==> config.mk <==
export PLATFORM = sky130hd
export DESIGN_NAME = alu_cmd_sequencer
export DESIGN_NICKNAME = d
export VERILOG_FILES = /design/src/rtl/alu_cmd_sequencer.sv
export SDC_FILE = /design/constraint.sdc
export NUM_CORES = 1
export LEC_CHECK = 0
export ABC_AREA = 1
export BUFFER_PORTS_ARGS = -buffer_cell sky130_fd_sc_hd__buf_2
export CAP_MARGIN = 20
export CORE_AREA = 2 2 144 146
export DETAILED_ROUTE_END_ITERATION = 16
export DIE_AREA = 0 0 146 148
export GPL_ROUTABILITY_DRIVEN = 0
export SLEW_MARGIN = 15
export SYNTH_ARGS = -nofsm -noshare
export SYNTH_HDL_FRONTEND = slang
export SYNTH_SLANG_ARGS = --single-unit
==> constraint.sdc <==
create_clock -name clk -period 2.5 [get_ports clk]
set_input_delay 0.75 -clock clk [delete_from_list [all_inputs] [get_ports clk]]
set_output_delay 0.75 -clock clk [all_outputs]
set_load 0.1 [all_outputs]
==> src/rtl/alu_cmd_sequencer.sv <==
// alu_cmd_sequencer: buffers ALU commands in a FIFO, issues them one at a time to an
// external combinational ALU, captures each result and its flags, and returns them over
// a valid/ready response channel. cmd_chain replaces operand A with the previous result.
// Ports:
//   clk, rst_n                     clock, async active-low reset
//   cmd_valid/cmd_ready            command handshake (cmd_ready = FIFO not full)
//   cmd_a/cmd_b/cmd_op/cmd_dir     command payload
//   cmd_chain                      1: operand A taken from the accumulator
//   alu_a/alu_b/alu_op/alu_dir     registered operands to the ALU
//   alu_result/zero/carry/overflow ALU outputs
//   rsp_valid/rsp_ready            response handshake
//   rsp_result/zero/carry/overflow captured response
//   fifo_count                     queued commands (in-flight command excluded)
//   busy                           sequencer active or commands queued
module alu_cmd_sequencer #(
  parameter int unsigned WIDTH = 8,
  parameter int unsigned DEPTH = 4
) (
  input  logic                     clk,
  input  logic                     rst_n,
  input  logic                     cmd_valid,
  output logic                     cmd_ready,
  input  logic [WIDTH-1:0]         cmd_a,
  input  logic [WIDTH-1:0]         cmd_b,
  input  logic [2:0]               cmd_op,
  input  logic                     cmd_dir,
  input  logic                     cmd_chain,
  output logic [WIDTH-1:0]         alu_a,
  output logic [WIDTH-1:0]         alu_b,
  output logic [2:0]               alu_op,
  output logic                     alu_dir,
  input  logic [WIDTH-1:0]         alu_result,
  input  logic                     alu_zero,
  input  logic                     alu_carry,
  input  logic                     alu_overflow,
  output logic                     rsp_valid,
  input  logic                     rsp_ready,
  output logic [WIDTH-1:0]         rsp_result,
  output logic                     rsp_zero,
  output logic                     rsp_carry,
  output logic                     rsp_overflow,
  output logic [$clog2(DEPTH):0]   fifo_count,
  output logic                     busy
);

  localparam int unsigned AW = $clog2(DEPTH);
  localparam int unsigned CW = AW + 1;

  typedef struct packed {
    logic             chain;
    logic             dir;
    logic [2:0]       op;
    logic [WIDTH-1:0] b;
    logic [WIDTH-1:0] a;
  } cmd_t;

  typedef enum logic [1:0] {
    IDLE = 2'd0,
    EXEC = 2'd1,
    HOLD = 2'd2
  } state_t;

  cmd_t          mem [DEPTH];
  cmd_t          head;
  logic [AW-1:0] wr_ptr;
  logic [AW-1:0] rd_ptr;
  logic [WIDTH-1:0] acc;
  state_t        state;
  state_t        state_nxt;
  logic          fifo_empty;
  logic          push_c;
  logic          pop_c;
  logic          capture_c;
  logic          rsp_done_c;

  assign fifo_empty = (fifo_count == '0);
  assign cmd_ready  = (fifo_count != CW'(DEPTH));
  assign push_c     = cmd_valid & cmd_ready;
  assign head       = mem[rd_ptr];
  assign busy       = (state != IDLE) || !fifo_empty;

  // State register
  always_ff @(posedge clk or negedge rst_n) begin
    if (!rst_n) state <= IDLE;
    else        state <= state_nxt;
  end

  // Next-state logic
  always_comb begin
    state_nxt = state;
    unique case (state)
      IDLE: if (!fifo_empty) state_nxt = EXEC;
      EXEC: state_nxt = HOLD;
      HOLD: if (rsp_valid && rsp_ready) state_nxt = fifo_empty ? IDLE : EXEC;
      default: state_nxt = IDLE;
    endcase
  end

  // FSM strobes: pop the FIFO head, capture ALU output, retire a response
  always_comb begin
    pop_c      = 1'b0;
    capture_c  = 1'b0;
    rsp_done_c = 1'b0;
    unique case (state)
      IDLE: pop_c = !fifo_empty;
      EXEC: capture_c = 1'b1;
      HOLD: begin
        rsp_done_c = rsp_valid & rsp_ready;
        pop_c      = rsp_valid & rsp_ready & !fifo_empty;
      end
      default: ;
    endcase
  end

  // FIFO storage; pointers wrap naturally since DEPTH is a power of 2
  always_ff @(posedge clk) begin
    if (push_c) mem[wr_ptr] <= '{chain: cmd_chain, dir: cmd_dir, op: cmd_op, b: cmd_b, a: cmd_a};
  end

  // FIFO pointers and occupancy
  always_ff @(posedge clk or negedge rst_n) begin
    if (!rst_n) begin
      wr_ptr     <= '0;
      rd_ptr     <= '0;
      fifo_count <= '0;
    end else begin
      if (push_c) wr_ptr <= wr_ptr + AW'(1);
      if (pop_c)  rd_ptr <= rd_ptr + AW'(1);
      if (push_c && !pop_c)      fifo_count <= fifo_count + CW'(1);
      else if (pop_c && !push_c) fifo_count <= fifo_count - CW'(1);
    end
  end

  // Issue and capture datapath; pops only follow a capture, so acc is always current
  always_ff @(posedge clk or negedge rst_n) begin
    if (!rst_n) begin
      alu_a        <= '0;
      alu_b        <= '0;
      alu_op       <= '0;
      alu_dir      <= 1'b0;
      acc          <= '0;
      rsp_valid    <= 1'b0;
      rsp_result   <= '0;
      rsp_zero     <= 1'b0;
      rsp_carry    <= 1'b0;
      rsp_overflow <= 1'b0;
    end else begin
      if (pop_c) begin
        alu_a   <= head.chain ? acc : head.a;
        alu_b   <= head.b;
        alu_op  <= head.op;
        alu_dir <= head.dir;
      end
      if (capture_c) begin
        rsp_result   <= alu_result;
        rsp_zero     <= alu_zero;
        rsp_carry    <= alu_carry;
        rsp_overflow <= alu_overflow;
        acc          <= alu_result;
        rsp_valid    <= 1'b1;
      end else if (rsp_done_c) begin
        rsp_valid <= 1'b0;
      end
    end
  end

endmodule
==> summary.txt <==
Global routing
  • Gr usage total: 0.1015
  • Met3 track demand over resource: 0.03580
  • Top Usage Layer GRT: met2
  • Grt ovf: 0
  • Global routing usage on met1: 0.1201
  • Initial antenna violation count: 6
  • Vias in the first global route: roughly 3,200
  • Largest net degree at the start of global routing: between 40 and 50
  • First-pass GRT wire length: 16.91 mm
  • M2 GR Usage: 0.1651

Clocking
  • CTS buffer count: 17
  • Skew-Pair Late Insertion Delay: approximately 0.4 ns
  • CTS tree: done
  • CTS Hold Bufs: 0
  • Htree depth: 4
  • CTS Buffer Depth: 2
  • Register clock-pin slew on the reported worst setup and hold paths: ~0.060 ns
  • PostCTS Resize Cnt: 0
  • Root Driver: clkbuf_16
  • # clock sinks: ~130
  • Post-CTS Setup Inserts: 0

Finish
  • Synth-to-Final Area Change: 24.00%
  • Layout cell share with drive strength beyond 1: 0.2710
  • Fin nets: 564
  • Filler instances: 2,050
  • Ant diodes: 0

Floorplanning
  • Top-level I/O count: between 70 and 80
  • CORE AREA: around 0.02 mm^2
  • Horiz. Die Dim: 146 um
  • Die area: 0.02161 mm^2
  • Die Y: roughly 150 um
  • Site Rows: 52
  • Initial Util: 0.2562

Routing
  • Iter 0 DRT Violations: around 110
  • DRC Markers: 0
  • Detailed Route WL: about 11 mm
  • Vias: around 3,300
  • Final ANT Viol Nets: 0
  • Routed len/inst: ~13 um
  • Vias per cell: 4.116
  • Iteration count of the initial detailed-routing pass: 4

Critical path
  • Max FO, Critical Path: 3
  • Highest-delay cell along the critical path: dfrtp_4
  • CP endpoint kind: primary output
  • Setup Crit Path Kind: register to primary output
  • R2R Path End: fifo_count[2]$_DFFE_PN0P_
  • CP required: approximately 1.8 ns
  • Crit path largest cell delay: approximately 0.49 ns
  • Worst Setup Start Kind: register
  • Top delay family on crit path: flip-flops
  • Reg2reg path depth: 11
  • R2r setup slk: around 0.48 ns
  • Critical path buffers and inverters: 2
  • Reg-to-Reg Start: fifo_count[1]$_DFFE_PN0P_
  • Crit path DAT: between 1.5 and 2 ns
  • Stages on the worst setup path: 5
  • CP cell instances: inv_1 -> nand3_2 -> nor2_1 -> nand2_1 -> buf_2

Job
  • Count of maximum capacitance violations: 0

Timing
  • Rel. slew slack: 0.5696
  • Final setup violation count: 0
  • Clock Skew: about 0.008 ns
  • Fin crit share: 0.9354
  • Setup_tns: 0 ns
  • Worst-Margin Slew: 0.6440 ns
  • Endpoints failing hold: 0
  • Fin crit period: ~2.3 ns
  • RSZ-0062 raised after global routing: false
  • Final Max Slew Viols: 0
  • Fmax: 427.6 MHz

Placement
  • Input/output buffers: 72
  • Hpwl dp: roughly 6.9 mm

Yosys
  • Most common cell in the netlist: nand2_1
  • Synthesized area: ~0.005 mm^2
  • Post-synth EDFFs: 84
  • Ys flop type: edfxtp_1
  • Mean Syn Cell Area: ~12 um^2
  • Yosys top cell by area: edfxtp_1
  • Syn nets: ~480
  • Seq cells post-synth: 125
  • Yosys warns: 0
  • Sequential area share after synthesis: 0.6910
  • Netlist cell types: 28
  • Async set-reset flop share out of synthesis: 0.3280
  • Top post-synthesis cells by area: edfxtp_1 49%, dfrtp_1 20%, nand2_1 8.2%, nor2_1 3.9%, nand3_1 2.5%
  • List of most frequent post-synthesis cells: 112 x nand2_1, 84 x edfxtp_1, 53 x nor2_1
  • Synth top area share: 0.4912
  • Post-synthesis instance total: between 400 and 500

Outcome
  • Outcome: finished, final reports clean

Min path
  • Worst hold-check path type: input port to async pin
## worst register-to-register path: cells and delay by family (launching register included)
kind                       cells  cell delay (ns)
xor gates and xnor gates       1             0.15
adders and majority gates      2             0.50
and+or+nand+nor                3             0.26
DFF                            1             0.49
buffers and inverters          3             0.25
AOI/OAI and AO/OA              2             0.25
## placed cells by master (no fill, tap or decap), types with 3 or more instances in the layout
master / synthesis / layout
a21oi_1: 10 / 10
buf_2: 6 / 72
buf_4: 5 / 11
clkbuf_16: 0 / 17
clkinv_2: 0 / 3
clkinv_4: 0 / 4
dfrtp_1: 41 / 38
edfxtp_1: 84 / 84
ha_1: 5 / 5
inv_1: 19 / 19
inv_2: 4 / 4
nand2_1: 112 / 112
nand3_1: 26 / 25
nand3_2: 8 / 8
nand3_4: 2 / 3
nor2_1: 53 / 49
nor2_2: 0 / 4
o21ai_0: 26 / 26
o21ai_1: 14 / 14
xor2_1: 3 / 3
## stage by stage
stage	instances	hold slack (ns)	instance area, um^2	setup WS [ns]	util
6_report	805	0.3150	6367	0.1615	0.3177
2_1_floorplan	439	0.4544	5166	0.009322	-
3_5_place_dp	773	0.4630	5792	0.1674	0.2890
4_1_cts	805	0.3238	6367	0.1281	0.3177
5_1_grt	805	0.3395	6367	0.06802	0.3177
3_3_place_gp	773	0.4589	5792	0.1794	0.2890
## layout make-up
cell class / count / area, um^2 / area share
flip-flops and latches: 125 / 3557 / 0.5587
multi-input cells: 270 / 1355 / 0.2128
repair buffers: 83 / 442.9 / 0.06956
clock buffers: 19 / 432.9 / 0.06799
well taps: 270 / 337.8 / 0.05306
clock inverters: 13 / 142.6 / 0.02240
inverters: 25 / 98.84 / 0.01552
## per-layer routing
layer  wire, um  vias to the layer above
met1       4731                     1555
met2       5027                       86
li1           -                     1637
met4        199                       12
met3        676                       23
met5         77                        -
## sequential cells by signal, indices dropped and copies added, names as in the netlist
register / flops
mem: 84
alu_a: 8
alu_b: 8
rsp_result: 8
alu_op: 3
fifo_count: 3
rd_ptr: 2
state: 2
wr_ptr: 2
alu_dir: 1
rsp_carry: 1
rsp_overflow: 1
rsp_valid: 1
rsp_zero: 1
## worst max path at each step
stage,startpoint,to,slack [ns]
finish,fifo_count[1]$_DFFE_PN0P_,busy,0.16
global route,fifo_count[1]$_DFFE_PN0P_,busy,0.07
CTS,fifo_count[1]$_DFFE_PN0P_,busy,0.13
detailed placement,rsp_ready,fifo_count[2]$_DFFE_PN0P_,0.17
global placement,rsp_ready,fifo_count[2]$_DFFE_PN0P_,0.18
floorplan,rsp_valid$_DFFE_PN0P_,fifo_count[1]$_DFFE_PN0P_,0.009
## cell families (layout without fill, tap and decap cells)
group	after synthesis	count (layout)	synth area share
multiplexers	3	3	0.006578
adder cells (fa/ha/maj)	6	6	0.01608
buffers and inverters	44	140	0.04946
AND/OR/NAND/NOR	207	207	0.1813
flip-flops	125	125	0.6910
AO/OA/AOI/OAI	50	50	0.04873
XOR/XNOR	4	4	0.006824
Power is not shown: default switching activity piles up to over one toggle a cycle in this logic, so the estimate is an artifact.
